## config.mk

```make
export PLATFORM = sky130hd
export DESIGN_NAME = encaps_sequencer_flat
export DESIGN_NICKNAME = d
export VERILOG_FILES = /design/src/rtl/encaps_if.sv /design/src/rtl/encaps_sequencer.sv /design/src/flat_wrapper.sv
export SDC_FILE = /design/constraint.sdc
export NUM_CORES = 1
export LEC_CHECK = 0
export CORE_ASPECT_RATIO = 1.1
export CORE_MARGIN = 4
export CORE_UTILIZATION = 50
export CTS_CLUSTER_SIZE = 8
export DETAILED_ROUTE_END_ITERATION = 12
export PLACE_DENSITY_LB_ADDON = 0.2
export SYNTH_ARGS = -nofsm -noshare
export SYNTH_HDL_FRONTEND = slang
export SYNTH_SLANG_ARGS = --single-unit
```

## constraint.sdc

```tcl
create_clock -name clk -period 2.1 [get_ports clk]
set_input_delay 0.42 -clock clk [delete_from_list [all_inputs] [get_ports clk]]
set_output_delay 0.42 -clock clk [all_outputs]
set_load 0.05 [all_outputs]
```

## src/rtl/encaps_if.sv

```systemverilog
// rtl/encaps_if.sv - control bundle between the encapsulation sequencer and its datapath
interface encaps_if;
   logic       start;
   logic       rng_valid;
   logic       rng_ready;
   logic       fifo1_en;
   logic       pack_clr;
   logic [2:0] pack_idx;
   logic       fifo2_shift;
   logic       fifo2_clr;
   logic       hash_init;
   logic       hash_absorb;
   logic       keccak_done;
   logic       last_blk;
   logic [1:0] blk_idx;
   logic       k_load;
   logic       busy;
   logic       done;

   modport master (
      input  start, rng_valid, keccak_done,
      output rng_ready, fifo1_en, pack_clr, pack_idx, fifo2_shift, fifo2_clr,
             hash_init, hash_absorb, last_blk, blk_idx, k_load, busy, done
   );

   modport slave (
      output start, rng_valid, keccak_done,
      input  rng_ready, fifo1_en, pack_clr, pack_idx, fifo2_shift, fifo2_clr,
             hash_init, hash_absorb, last_blk, blk_idx, k_load, busy, done
   );
endinterface

```

## src/rtl/encaps_sequencer.sv

```systemverilog
// rtl/encaps_sequencer.sv - NTRU-HRSS encapsulation control FSM: RNG fill, packing, SHA3 block scheduling
module encaps_sequencer #(
   parameter int RATE_WORDS  = 68,
   parameter int FULL_BLOCKS = 2,
   parameter int LAST_WORDS  = 4,
   parameter int PACK_BEATS  = 5
) (
   input logic       clk,
   input logic       ovr_rst1,
   encaps_if.master  ctl
);
   localparam int WCW = $clog2(RATE_WORDS + 1);

   localparam logic [2:0] S_IDLE   = 3'd0;
   localparam logic [2:0] S_INIT   = 3'd1;
   localparam logic [2:0] S_FILL   = 3'd2;
   localparam logic [2:0] S_FLUSH  = 3'd3;
   localparam logic [2:0] S_ABSORB = 3'd4;
   localparam logic [2:0] S_WAIT   = 3'd5;
   localparam logic [2:0] S_FINISH = 3'd6;

   localparam logic [2:0]     PACK_LAST = 3'(PACK_BEATS - 1);
   localparam logic [1:0]     BLK_LAST  = 2'(FULL_BLOCKS);
   localparam logic [WCW-1:0] RATE_LAST = WCW'(RATE_WORDS - 1);
   localparam logic [WCW-1:0] TAIL_LAST = WCW'(LAST_WORDS - 1);

   logic [2:0]     state_q, state_d;
   logic [2:0]     pack_idx_q, pack_idx_d;
   logic [WCW-1:0] word_cnt_q, word_cnt_d;
   logic [1:0]     blk_idx_q, blk_idx_d;

   logic rng_ready_q, pack_clr_q, fifo2_shift_q, fifo2_clr_q, hash_init_q;
   logic hash_absorb_q, last_blk_q, k_load_q, busy_q, done_q;

   logic accept, word_done, blk_final, fill_end, kdone;

   // rng_ready_q is only ever high in FILL, so acceptance needs no state decode
   assign accept    = ctl.rng_valid & rng_ready_q;
   assign word_done = accept & (pack_idx_q == PACK_LAST);
   assign blk_final = (blk_idx_q == BLK_LAST);
   assign fill_end  = word_done & (word_cnt_q == (blk_final ? TAIL_LAST : RATE_LAST));
   assign kdone     = (state_q == S_WAIT) & ctl.keccak_done;

   always_comb begin
      state_d    = state_q;
      pack_idx_d = pack_idx_q;
      word_cnt_d = word_cnt_q;
      blk_idx_d  = blk_idx_q;
      case (state_q)
         S_IDLE: begin
            if (ctl.start) state_d = S_INIT;
         end
         S_INIT: begin
            pack_idx_d = '0;
            word_cnt_d = '0;
            blk_idx_d  = '0;
            state_d    = S_FILL;
         end
         S_FILL: begin
            if (accept)    pack_idx_d = word_done ? 3'd0 : pack_idx_q + 3'd1;
            if (word_done) word_cnt_d = word_cnt_q + WCW'(1);
            if (fill_end)  state_d    = S_FLUSH;
         end
         S_FLUSH:  state_d = S_ABSORB;
         S_ABSORB: state_d = S_WAIT;
         S_WAIT: begin
            if (kdone) begin
               if (blk_final) begin
                  state_d = S_FINISH;
               end else begin
                  blk_idx_d  = blk_idx_q + 2'd1;
                  word_cnt_d = '0;
                  state_d    = S_FILL;
               end
            end
         end
         S_FINISH: state_d = S_IDLE;
         default:  state_d = S_IDLE;
      endcase
   end

   // Outputs are decoded from the next state so they line up with the state they belong to
   always_ff @(posedge clk or posedge ovr_rst1) begin
      if (ovr_rst1) begin
         state_q       <= S_IDLE;
         pack_idx_q    <= '0;
         word_cnt_q    <= '0;
         blk_idx_q     <= '0;
         rng_ready_q   <= 1'b0;
         pack_clr_q    <= 1'b0;
         fifo2_shift_q <= 1'b0;
         fifo2_clr_q   <= 1'b0;
         hash_init_q   <= 1'b0;
         hash_absorb_q <= 1'b0;
         last_blk_q    <= 1'b0;
         k_load_q      <= 1'b0;
         busy_q        <= 1'b0;
         done_q        <= 1'b0;
      end else begin
         state_q       <= state_d;
         pack_idx_q    <= pack_idx_d;
         word_cnt_q    <= word_cnt_d;
         blk_idx_q     <= blk_idx_d;
         rng_ready_q   <= (state_d == S_FILL);
         pack_clr_q    <= (state_d == S_INIT);
         hash_init_q   <= (state_d == S_INIT);
         fifo2_clr_q   <= (state_d == S_INIT) | (kdone & ~blk_final);
         fifo2_shift_q <= word_done;
         hash_absorb_q <= (state_d == S_ABSORB);
         last_blk_q    <= ((state_d == S_ABSORB) & blk_final) |
                          (last_blk_q & ((state_d == S_WAIT) | (state_d == S_FINISH)));
         k_load_q      <= (state_d == S_FINISH);
         done_q        <= (state_d == S_FINISH);
         busy_q        <= (state_d != S_IDLE);
      end
   end

   assign ctl.rng_ready   = rng_ready_q;
   assign ctl.fifo1_en    = accept;
   assign ctl.pack_clr    = pack_clr_q;
   assign ctl.pack_idx    = pack_idx_q;
   assign ctl.fifo2_shift = fifo2_shift_q;
   assign ctl.fifo2_clr   = fifo2_clr_q;
   assign ctl.hash_init   = hash_init_q;
   assign ctl.hash_absorb = hash_absorb_q;
   assign ctl.last_blk    = last_blk_q;
   assign ctl.blk_idx     = blk_idx_q;
   assign ctl.k_load      = k_load_q;
   assign ctl.busy        = busy_q;
   assign ctl.done        = done_q;
endmodule

```

## src/flat_wrapper.sv

```systemverilog
// flat-port wrapper written by rule: the top's interface ports become plain ports
module encaps_sequencer_flat 
#(
   parameter int RATE_WORDS  = 68,
   parameter int FULL_BLOCKS = 2,
   parameter int LAST_WORDS  = 4,
   parameter int PACK_BEATS  = 5
)
  (clk, ovr_rst1, ctl_start, ctl_rng_valid, ctl_keccak_done, ctl_rng_ready, ctl_fifo1_en, ctl_pack_clr, ctl_pack_idx, ctl_fifo2_shift, ctl_fifo2_clr, ctl_hash_init, ctl_hash_absorb, ctl_last_blk, ctl_blk_idx, ctl_k_load, ctl_busy, ctl_done);
  encaps_if ctl_i ();
  input logic clk;
  input logic ovr_rst1;
  input wire logic [$bits(ctl_i.start)-1:0] ctl_start;
  input wire logic [$bits(ctl_i.rng_valid)-1:0] ctl_rng_valid;
  input wire logic [$bits(ctl_i.keccak_done)-1:0] ctl_keccak_done;
  output wire logic [$bits(ctl_i.rng_ready)-1:0] ctl_rng_ready;
  output wire logic [$bits(ctl_i.fifo1_en)-1:0] ctl_fifo1_en;
  output wire logic [$bits(ctl_i.pack_clr)-1:0] ctl_pack_clr;
  output wire logic [$bits(ctl_i.pack_idx)-1:0] ctl_pack_idx;
  output wire logic [$bits(ctl_i.fifo2_shift)-1:0] ctl_fifo2_shift;
  output wire logic [$bits(ctl_i.fifo2_clr)-1:0] ctl_fifo2_clr;
  output wire logic [$bits(ctl_i.hash_init)-1:0] ctl_hash_init;
  output wire logic [$bits(ctl_i.hash_absorb)-1:0] ctl_hash_absorb;
  output wire logic [$bits(ctl_i.last_blk)-1:0] ctl_last_blk;
  output wire logic [$bits(ctl_i.blk_idx)-1:0] ctl_blk_idx;
  output wire logic [$bits(ctl_i.k_load)-1:0] ctl_k_load;
  output wire logic [$bits(ctl_i.busy)-1:0] ctl_busy;
  output wire logic [$bits(ctl_i.done)-1:0] ctl_done;
  assign ctl_i.start = ctl_start;
  assign ctl_i.rng_valid = ctl_rng_valid;
  assign ctl_i.keccak_done = ctl_keccak_done;
  assign ctl_rng_ready = ctl_i.rng_ready;
  assign ctl_fifo1_en = ctl_i.fifo1_en;
  assign ctl_pack_clr = ctl_i.pack_clr;
  assign ctl_pack_idx = ctl_i.pack_idx;
  assign ctl_fifo2_shift = ctl_i.fifo2_shift;
  assign ctl_fifo2_clr = ctl_i.fifo2_clr;
  assign ctl_hash_init = ctl_i.hash_init;
  assign ctl_hash_absorb = ctl_i.hash_absorb;
  assign ctl_last_blk = ctl_i.last_blk;
  assign ctl_blk_idx = ctl_i.blk_idx;
  assign ctl_k_load = ctl_i.k_load;
  assign ctl_busy = ctl_i.busy;
  assign ctl_done = ctl_i.done;
  encaps_sequencer #(.RATE_WORDS(RATE_WORDS), .FULL_BLOCKS(FULL_BLOCKS), .LAST_WORDS(LAST_WORDS), .PACK_BEATS(PACK_BEATS)) u_core (.clk(clk), .ovr_rst1(ovr_rst1), .ctl(ctl_i));
endmodule
```

==> summary.md, run 1 <==
| Metric | Value |
|---|---|
| Status | `complete, no violations` |
| Worst flop-to-flop path startpoint | `u_core.ctl.blk_idx[0]$_DFFE_PP0P_` |
| Synth cell count leaders | `23 x dfrtp_1, 7 x inv_1, 6 x nand4_1, 6 x nor2_1, 5 x xor2_1` |
| Post-DP HPWL | `1670 um` |
| FF-to-FF path depth | `6` |
| Cell area after synthesis | `~1100 um^2` |
| H-tree levels | `1` |
| Ys async rst share | `100%` |
| First-pass GRT wire length | `3660 um` |
| Worst Path Required | `around 1.7 ns` |
| Delay of the slowest critical-path stage | `0.82 ns` |
| CTS tree | `yes` |
| # setup viols final | `0` |
| Period utilisation layout | `93.1%` |
| DRT iter0 DRCs | `13` |
| Antenna violations before repair | `0` |
| Critical-path top delay cell | `clkdlybuf4s50_1` |
| Levels on crit path | `1` |
| HP Class | `in2async` |
| Worst Setup Path Type | `reg2out` |
| Clock Sink Count | `23` |
| Resized Gates After CTS | `0` |
| Die ar. | `3110 um^2` |
| CP endpoint kind | `output port` |
| Maximum number of pins on one net before global-route repair | `24` |
| Yosys top cell area share | `50.5%` |
| Die Y | `slightly below 60 um` |
| Final antenna-violating net count | `0` |
| Nets | `140` |
| Post-CTS Repair Setup Buffers | `0` |
| Most frequent cell after synthesis | `dfrtp_1` |
| Layout cells sized above 1 | `approximately 12%` |
| Diode count | `0` |
| Post-Synthesis Cells | `between 100 and 150` |
| PwrDens | `1200 nW/um^2` |
| Post-layout min period | `between 1.5 and 2 ns` |
| Mean area per synthesized cell | `10.8 um^2` |
| Count of cell types in the netlist | `42` |
| GR Overflow Total | `0` |
| Buffers on Ports | `20` |
| Detailed Route WL | `2180 um` |
| Fmax | `approximately 0.51 GHz` |
| Vias/cell | `between 5 and 6` |
| Final GP Congestion | `0.804` |
| YS warnings | `0` |
| Final setup skew | `0.00255 ns` |
| CTS Hold Bufs | `0` |
| Register area share after synthesis | `50.5%` |
| Die Width | `around 54 um` |
| Hold Vio Cnt, Final | `0` |
| Initial Util | `a little over half` |
| CTS Buffer Depth | `2` |
| Fillcell total | `182` |
| Tightest Pin Transition | `around 0.5 ns` |
| CTS root buffer | `clkbuf_4` |
| Reg2Reg Setup Slack | `0.32 ns` |
| Cell type with the largest total area after synthesis | `dfrtp_1` |
| Syn nets | `115` |
| WL per Instance | `between 10 and 15 um` |
| Largest delay share family, worst path | `buffers and inverters` |
| DRC | `0` |
| Main synth FF type | `dfrtp_1` |
| Max VDD drop | `0.754 mV` |
| Syn-to-layout area delta | `23.7%` |
| Worst Path Buf+Inv | `1` |
| Vias in the first global route | `819` |
| Critical Path Source | `u_core.ctl.rng_ready$_DFF_PP0_` |
| P_leak | `0.678 nW` |
| Crit start category | `register` |
| Critical-path cell list | `clkdlybuf4s50_1` |
| Total track usage | `between 10% and 20%` |
| Top post-synthesis cells by area | `dfrtp_1 50%, ha_1 4.4%, xor2_1 3.8%` |
| Final Util | `~68%` |
| Max-slew headroom | `66.0%` |
| Setup TNS | `0 ns` |
| IO Count | `21` |
| FP Rows | `17` |
| RSZ-0062 raised after global routing | `false` |
| Vias | `880` |
| Core area | `2080 um^2` |
| Clock-pin slew of the registers on the worst-case setup and hold paths | `0.12 ns` |
| Pre-Repair DR Iteration Count | `4` |
| Fin. max-slew vios | `0` |
| Number of synthesized register bits | `23` |
| Cts bufs inserted | `3` |
| Clk_lat worst skew | `0.30 ns` |
| EDFF count, synth | `0` |
| Crit Path Max Fanout | `4` |
| MaxCap Viol Count | `0` |
| CP Data Arrival Time | `1.54 ns` |
routing by layer:
metal  track usage (%)  up-vias  wire, um
met5                 0        -         0
met4              6.93        0        14
met3              2.83        2        91
met2              27.0       20      1120
met1              19.3      437       957
li1                  -      421         -
per-stage QoR:
| step | cells | total power, W | setup WS (ns) | area (um^2) | hold slack, ns |
|---|---|---|---|---|---|
| final | 158 | 0.00170 | 0.144 | 1410 | 0.445 |
| after global placement | 154 | 0.00149 | 0.159 | 1380 | 0.498 |
| after CTS | 158 | 0.00171 | 0.125 | 1410 | 0.451 |
| after global routing | 158 | 0.00179 | 0.0812 | 1410 | 0.485 |
| after detailed placement | 154 | 0.00151 | 0.135 | 1380 | 0.505 |
| after floorplan | 106 | 0.00125 | 0.0368 | 1140 | 0.422 |
state kept, by name, summed over array words and instances (netlist names):
register	cells
u_core.ctl.last_blk	1
u_core.ctl.k_load	1
u_core.ctl.pack_clr	1
u_core.ctl.blk_idx	2
u_core.word_cnt_q	7
u_core.ctl.fifo2_shift	1
u_core.ctl.fifo2_clr	1
u_core.ctl.hash_absorb	1
u_core.ctl.pack_idx	3
u_core.ctl.busy	1
u_core.ctl.rng_ready	1
u_core.state_q	3
placed cells by master, fill, tap and decap left out, types with 2 or more instances in the layout:
cell / synthesis / layout
a21oi_1: 4 / 4
nor2b_1: 2 / 2
a21o_1: 4 / 4
and2_1: 3 / 3
clkbuf_4: 0 / 3
ha_1: 4 / 4
buf_4: 2 / 4
nor2_1: 6 / 6
nand3_1: 2 / 2
nand2_1: 4 / 4
xor2_1: 5 / 5
nand2b_1: 3 / 3
clkdlybuf4s50_1: 0 / 19
nor3_1: 2 / 2
inv_1: 7 / 7
dfrtp_1: 23 / 23
nand4_1: 6 / 6
o21ai_0: 3 / 3
power by group:
| group | leakage [nW] | total (W) | switching (W) | internal, W |
|---|---|---|---|---|
| Combinational | 0.353 | 0.000886 | 0.000569 | 0.000318 |
| Sequential | 0.310 | 0.000610 | 0.0000769 | 0.000533 |
| Clock | 0.0150 | 0.000198 | 0.000124 | 0.0000740 |
| Total | 0.678 | 0.00170 | 0.000770 | 0.000925 |
kinds of logic after synthesis:
| logic type | synth area share, % |
|---|---|
| AO/OA/AOI/OAI | 11.3 |
| multiplexers | 1.87 |
| buffers and inverters | 5.38 |
| adder cells (fa/ha/maj) | 4.39 |
| AND/OR/NAND/NOR | 22.7 |
| XOR/XNOR | 3.84 |
| flip-flops | 50.5 |
area by class of cell:
type                    instances  area, um^2  share of cell area (%)
multi-input cells              71         503                    35.7
inverters                       8        30.0                    2.13
repair buffers                 24         240                    17.0
flip-flops and latches         23         576                    40.8
well taps                      28        35.0                    2.48
clock buffers                   4        26.3                    1.86
worst paths after layout:
kind	endpoint
worst max register to register	u_core.ctl.busy$_DFF_PP0_
worst max-delay path	ctl_rng_ready
max in group asynchronous	u_core.ctl.blk_idx[0]$_DFFE_PP0P_
worst min-delay path	u_core.ctl.fifo2_shift$_DFF_PP0_
min in group clk	u_core.word_cnt_q[1]$_DFFE_PP0P_
worst min register to register	u_core.word_cnt_q[1]$_DFFE_PP0P_
Power figures use the tool's default switching activity.
==> run 2, diff against run 1 <==
--- a/config.mk
+++ b/config.mk
@@ -5,6 +5,7 @@
 export SDC_FILE = /design/constraint.sdc
 export NUM_CORES = 1
 export LEC_CHECK = 0
+export CAP_MARGIN = 25
 export CORE_ASPECT_RATIO = 1.1
 export CORE_MARGIN = 4
 export CORE_UTILIZATION = 50
==> constraint.sdc (replaced) <==
create_clock -name clk -period 1.9 [get_ports clk]
set_input_delay 0.38 -clock clk [delete_from_list [all_inputs] [get_ports clk]]
set_output_delay 0.38 -clock clk [all_outputs]
set_load 0.05 [all_outputs]
==> summary.md, run 2 (synthesis gave the netlist of run 1 again) <==
| Metric | Value |
|---|---|
| Nets | `143 (+2.1%)` |
| M1 WL | `922 um (-3.7%)` |
| Die ar. | `3110 um^2 (unchanged)` |
| CTS Buffer Depth | `2 (unchanged)` |
| Worst Path Buf+Inv | `1 (unchanged)` |
| CTS Hold Bufs | `0 (unchanged)` |
| First-pass GRT wire length | `3660 um (unchanged)` |
| Critical Path Source | `u_core.ctl.k_load$_DFF_PP0_` |
| DRC | `0 (unchanged)` |
| Max VDD drop | `0.660 mV (-12%)` |
| Tightest Pin Transition | `0.511 ns (+0.00149 ns)` |
| Total power | `0.00188 W (+11%)` |
| Most frequent cells in the layout | `20 x dfrtp_1, 13 x buf_4, 10 x clkdlybuf4s50_1` |
| Reg2Reg Setup Slack | `0.13 ns (-0.19 ns)` |
| PwrDens | `1310 nW/um^2 (+9.3%)` |
| Internal power | `0.00102 W (+11%)` |
| Dpl cell area | `1400 um^2 (+0.81%)` |
| Resized Gates After CTS | `0 (unchanged)` |
| GR Overflow Total | `0 (unchanged)` |
| Layout cells sized above 1 | `21.1% (+9.5 points)` |
| Vias | `857 (-2.6%)` |
| Fin. max-slew vios | `0 (unchanged)` |
| Clk_lat worst skew | `0.30 ns (about the same)` |
| Vias in the first global route | `874 (+6.7%)` |
| Status | `complete, no violations` |
| Final GP Congestion | `0.806 (+0.25%)` |
| Detailed Route WL | `2170 um (-0.41%)` |
| Met3 wire length | `91 um (unchanged)` |
| Die Width | `53.5 um (unchanged)` |
| Critical-path cell list | `clkdlybuf4s50_1` |
| Fmax | `between 0.5 and 0.6 GHz` |
| Post-DP HPWL | `1650 um (-1.1%)` |
| Antenna violations before repair | `0 (unchanged)` |
| Hold Vio Cnt, Final | `0 (unchanged)` |
| Worst Path Required | `1.52 ns (-0.16 ns)` |
| Diode count | `0 (unchanged)` |
| Largest delay share family, worst path | `buffers and inverters` |
| Worst setup path endpoint | `ctl_done` |
| CTS tree | `yes` |
| MaxCap Viol Count | `0 (unchanged)` |
| Gate power share | `51.6% (-0.7 points)` |
| Hold_ws | `0.395 ns (-0.0503 ns)` |
| Max-slew headroom | `65.9% (about the same)` |
| Initial Util | `54.7% (unchanged)` |
| Critical R2R Capture | `u_core.ctl.busy$_DFF_PP0_` |
| Core area | `2080 um^2 (unchanged)` |
| CP endpoint kind | `output port` |
| WL per Instance | `13.5 um (-2.3%)` |
| Top reg by flops | `u_core.word_cnt_q` |
| Switching share of power | `45.4% (about the same)` |
| Largest register FFs | `7 (unchanged)` |
| Crit start category | `register` |
| # setup viols final | `0 (unchanged)` |
| FP Rows | `17 (unchanged)` |
| Post-CTS Repair Setup Buffers | `0 (unchanged)` |
| FF-to-FF path depth | `6 (unchanged)` |
| Delay of the slowest critical-path stage | `0.80 ns (-0.02 ns)` |
| CP Data Arrival Time | `1.47 ns (-0.07 ns)` |
| Levels on crit path | `1 (unchanged)` |
| Total track usage | `15.8% (-0.078 points)` |
| Finished layout cell area | `1430 um^2 (+1.3%)` |
| Net Sw Power | `0.000853 W (+11%)` |
| Most common cell after layout, fill and taps aside | `dfrtp_1` |
| H-tree levels | `1 (unchanged)` |
| Clock-pin slew of the registers on the worst-case setup and hold paths | `0.12 ns (about the same)` |
| Clock share of power | `11.6% (about the same)` |
| Cts bufs inserted | `3 (unchanged)` |
| Die Y | `58.1 um (unchanged)` |
| Syn-to-layout area delta | `25.4%` |
| Clock Sink Count | `23 (unchanged)` |
| Flop pwr share | `36.8% (+0.8 points)` |
| DR WL met2 | `1140 um (+2.3%)` |
| Final antenna-violating net count | `0 (unchanged)` |
| Critical-path top delay cell | `clkdlybuf4s50_1` |
| Post-layout min period | `~1.8 ns` |
| CTS root buffer | `clkbuf_4` |
| Worst Setup Path Type | `reg2out` |
| Maximum number of pins on one net before global-route repair | `24 (unchanged)` |
| IO Count | `21 (unchanged)` |
| P_leak | `0.750 nW (+11%)` |
| Buffers on Ports | `20 (unchanged)` |
| HP Class | `in2async` |
| Vias/cell | `5.32 (-4.4%)` |
| Top Layer Used | `met4` |
| Final setup skew | `0.00470 ns (+0.00215 ns)` |
| Finished Layout Cells | `161 (+1.9%)` |
| Crit Path Max Fanout | `2 (-2)` |
| Period utilisation layout | `97.2%` |
| Worst flop-to-flop path startpoint | `u_core.ctl.blk_idx[0]$_DFFE_PP0P_` |
| Pre-Repair DR Iteration Count | `4 (unchanged)` |
| DRT iter0 DRCs | `7 (-6)` |
| Cells after DPL | `157 (+1.9%)` |
==> run 2: changes by cell type in the layout (fill, tap and decap cells not counted), sizes merged <==
cell,change
buf,+9
dlymetal6s2s,+3
clkdlybuf4s50,-9
==> run 2: layer usage <==
layer	up-vias	GRT usage, %
li1	424	-
met1	415	19.1
met2	16	26.6
met3	2	3.34
met4	0	6.93
met5	-	0
==> run 2: final cells by class <==
cell class,instances,area [um^2]
Clock buffer,4,26.3
Fill cell,174,656
Inverter,8,30.0
Multi-Input combinational cell,71,503
Sequential cell,23,579
Tap cell,28,35.0
Timing Repair Buffer,27,255
==> run 2: how the worst min path moves through the flow <==
stage / start / to / cells after the start
finish: ovr_rst1 / u_core.ctl.fifo2_shift$_DFF_PP0_ / 3
global route: ovr_rst1 / u_core.word_cnt_q[1]$_DFFE_PP0P_ / 3
CTS: ovr_rst1 / u_core.ctl.fifo2_shift$_DFF_PP0_ / 3
detailed placement: u_core.word_cnt_q[0]$_DFFE_PP0P_ / u_core.word_cnt_q[0]$_DFFE_PP0P_ / 1
global placement: u_core.word_cnt_q[1]$_DFFE_PP0P_ / u_core.word_cnt_q[1]$_DFFE_PP0P_ / 1
floorplan: ovr_rst1 / u_core.ctl.blk_idx[1]$_DFFE_PP0P_ / 1
==> run 2: power groups by stage <==
| stage | combinational [W] | clock [W] | sequential (W) |
|---|---|---|---|
| after global routing | 0.00104 | 0.000251 | 0.000709 |
| after detailed placement | 0.000972 | 0 | 0.000701 |
| after CTS | 0.000976 | 0.000227 | 0.000693 |
| final | 0.000969 | 0.000217 | 0.000691 |
| after floorplan | 0.000459 | 0 | 0.000926 |
| after global placement | 0.000953 | 0 | 0.000697 |
==> run 2: metrics by stage <==
stage	util [%]	TNS, ns	setup WS [ns]
finish	68.5	0	0.0536
global route	68.5	-0.0188	-0.0188
CTS	68.2	0	0.00166
detailed placement	66.9	0	0.0147
global placement	66.9	0	0.0631
floorplan	-	0	0.00228
==> run 3, diff against run 2 <==
--- a/config.mk
+++ b/config.mk
@@ -6,12 +6,12 @@
 export NUM_CORES = 1
 export LEC_CHECK = 0
 export CAP_MARGIN = 25
-export CORE_ASPECT_RATIO = 1.1
 export CORE_MARGIN = 4
 export CORE_UTILIZATION = 50
 export CTS_CLUSTER_SIZE = 8
 export DETAILED_ROUTE_END_ITERATION = 12
 export PLACE_DENSITY_LB_ADDON = 0.2
+export REMOVE_ABC_BUFFERS = 1
 export SYNTH_ARGS = -nofsm -noshare
 export SYNTH_HDL_FRONTEND = slang
 export SYNTH_SLANG_ARGS = --single-unit
==> summary.md, run 3 (synthesis gave the netlist of run 1 again) <==
| Metric | Value |
|---|---|
| Die Y | `55.7 um (-4.0%)` |
| Critical Path Source | `u_core.ctl.pack_clr$_DFF_PP0_` |
| Hold_ws | `0.392 ns (-0.00312 ns)` |
| HP Class | `in2async` |
| CTS tree | `yes` |
| Clock Sink Count | `23 (unchanged)` |
| Critical-path top delay cell | `clkdlybuf4s50_1` |
| DRT iter0 DRCs | `5 (-2)` |
| DRC | `0 (unchanged)` |
| GR Overflow Total | `0 (unchanged)` |
| Post-layout min period | `1.84 ns (-0.00427 ns)` |
| Die Width | `55.7 um (+4.1%)` |
| Setup TNS | `0 ns (unchanged)` |
| Top reg by flops | `u_core.word_cnt_q` |
| Critical R2R Capture | `u_core.ctl.busy$_DFF_PP0_` |
| MaxCap Viol Count | `0 (unchanged)` |
| Worst Path Required | `1.52 ns (about the same)` |
| Final setup skew | `0.00790 ns (+0.00320 ns)` |
| P_leak | `0.756 nW (+0.68%)` |
| CP endpoint kind | `output port` |
| Fmax | `0.543 GHz (+0.23%)` |
| CTS Buffer Depth | `2 (unchanged)` |
| Worst Setup Path Type | `reg2out` |
| Total track usage | `14.3% (-1.6 points)` |
| Setup WS post-layout | `0.0578 ns (+0.00427 ns)` |
| Antenna violations before repair | `0 (unchanged)` |
| Nets | `142 (-0.70%)` |
| Status | `complete, no violations` |
| Buffers on Ports | `20 (unchanged)` |
| H-tree levels | `1 (unchanged)` |
| # setup viols final | `0 (unchanged)` |
| Syn-to-layout area delta | `24.3%` |
| Final GP Congestion | `0.795 (-1.4%)` |
| FF-to-FF path depth | `6 (unchanged)` |
| Diode count | `0 (unchanged)` |
| Crit start category | `register` |
| Initial Util | `52.0% (-2.7 points)` |
| Clock-pin slew of the registers on the worst-case setup and hold paths | `0.12 ns (about the same)` |
| Detailed Route WL | `2000 um (-8.0%)` |
| Post-DP HPWL | `1520 um (-8.0%)` |
| Critical-path cell list | `clkdlybuf4s50_1` |
| Core area | `2190 um^2 (+5.1%)` |
| Vias in the first global route | `804 (-8.0%)` |
| Post-CTS Repair Setup Buffers | `0 (unchanged)` |
| Levels on crit path | `1 (unchanged)` |
| Max-slew headroom | `66.0% (+0.091 points)` |
| FP Rows | `17 (unchanged)` |
| Delay of the slowest critical-path stage | `0.80 ns (about the same)` |
| RSZ-0062 raised after global routing | `false` |
| CTS root buffer | `clkbuf_4` |
| Final Util | `64.6% (-3.9 points)` |
| Final antenna-violating net count | `0 (unchanged)` |
| IO Count | `21 (unchanged)` |
| PwrDens | `1300 nW/um^2 (-1.4%)` |
| Maximum number of pins on one net before global-route repair | `24 (unchanged)` |
| Max VDD drop | `0.763 mV (+16%)` |
| Period utilisation layout | `97.0% (-0.22 points)` |
| First-pass GRT wire length | `3440 um (-6.0%)` |
| Cts bufs inserted | `3 (unchanged)` |
| Pre-Repair DR Iteration Count | `4 (unchanged)` |
| Vias/cell | `5.31 (-0.31%)` |
| Most frequent cells in the layout | `23 x dfrtp_1, 13 x buf_4, 9 x clkdlybuf4s50_1` |
| Vias | `849 (-0.93%)` |
| Worst Path Buf+Inv | `1 (unchanged)` |
| Placement Setup Slack | `0.0350 ns (+0.0203 ns)` |
| Layout cells sized above 1 | `18.9% (-2.1 points)` |
| Largest delay share family, worst path | `buffers and inverters` |
| Largest register FFs | `7 (unchanged)` |
| CP Data Arrival Time | `1.46 ns (about the same)` |
| Most common cell after layout, fill and taps aside | `dfrtp_1` |
| Die ar. | `3110 um^2 (about the same)` |
| Clk_lat worst skew | `0.31 ns (about the same)` |
| Tightest Pin Transition | `0.509 ns (-0.00136 ns)` |
| Crit Path Max Fanout | `2 (unchanged)` |
| Worst flop-to-flop path startpoint | `u_core.ctl.blk_idx[0]$_DFFE_PP0P_` |
| Hold Vio Cnt, Final | `0 (unchanged)` |
| Fin. max-slew vios | `0 (unchanged)` |
| WL per Instance | `12.5 um (-7.4%)` |
| Reg2Reg Setup Slack | `0.12 ns (about the same)` |
| Total power | `0.00183 W (-2.3%)` |
-- run 3: metal layers --
| layer | share of wire [%] | wire [um] | global-route usage (%) | up-vias |
|---|---|---|---|---|
| met5 | 0 | 0 | 0 | - |
| met4 | 2.0 | 40 | 6.25 | 0 |
| met3 | 4.3 | 86 | 5.10 | 5 |
| met2 | 49 | 977 | 24.0 | 12 |
| met1 | 45 | 891 | 16.1 | 406 |
| li1 | - | - | - | 426 |
-- run 3: worst min-delay path, stage by stage --
cell and delay [ns]:
clkdlybuf4s50_1 0.39, inv_1 0.06, buf_4 0.28
-- run 3: power by group --
group          switching, W  internal (W)  total, W
combinational      0.000607      0.000337  0.000944
sequential        0.0000821      0.000590  0.000672
clock              0.000140     0.0000788  0.000218
total              0.000829       0.00101   0.00183
-- run 3: worst max path at each step --
stage | end
finish | ctl_pack_clr
global route | u_core.ctl.busy$_DFF_PP0_
CTS | ctl_k_load
detailed placement | u_core.ctl.busy$_DFF_PP0_
global placement | u_core.ctl.busy$_DFF_PP0_
floorplan | u_core.ctl.busy$_DFF_PP0_
-- run 3: what timing repair did --
item,4_1_cts,5_1_grt
hold buffers,0,0
endpoints found under the setup margin,0,3
resized for setup,0,3
-- run 3: area by class of cell --
| class | count | area [um^2] |
|---|---|---|
| Clock inverter | 1 | 5.00 |
| Fill cell | 176 | 774 |
| Clock buffer | 3 | 22.5 |
| Sequential cell | 23 | 576 |
| Timing Repair Buffer | 26 | 245 |
| Inverter | 8 | 30.0 |
| Tap cell | 28 | 35.0 |
| Multi-Input combinational cell | 71 | 503 |
-- run 3: metrics by stage --
stage / instance area [um^2] / cells
finish: 1420 / 160
global route: 1420 / 160
CTS: 1410 / 160
detailed placement: 1380 / 156
global placement: 1380 / 156
floorplan: 1110 / 102
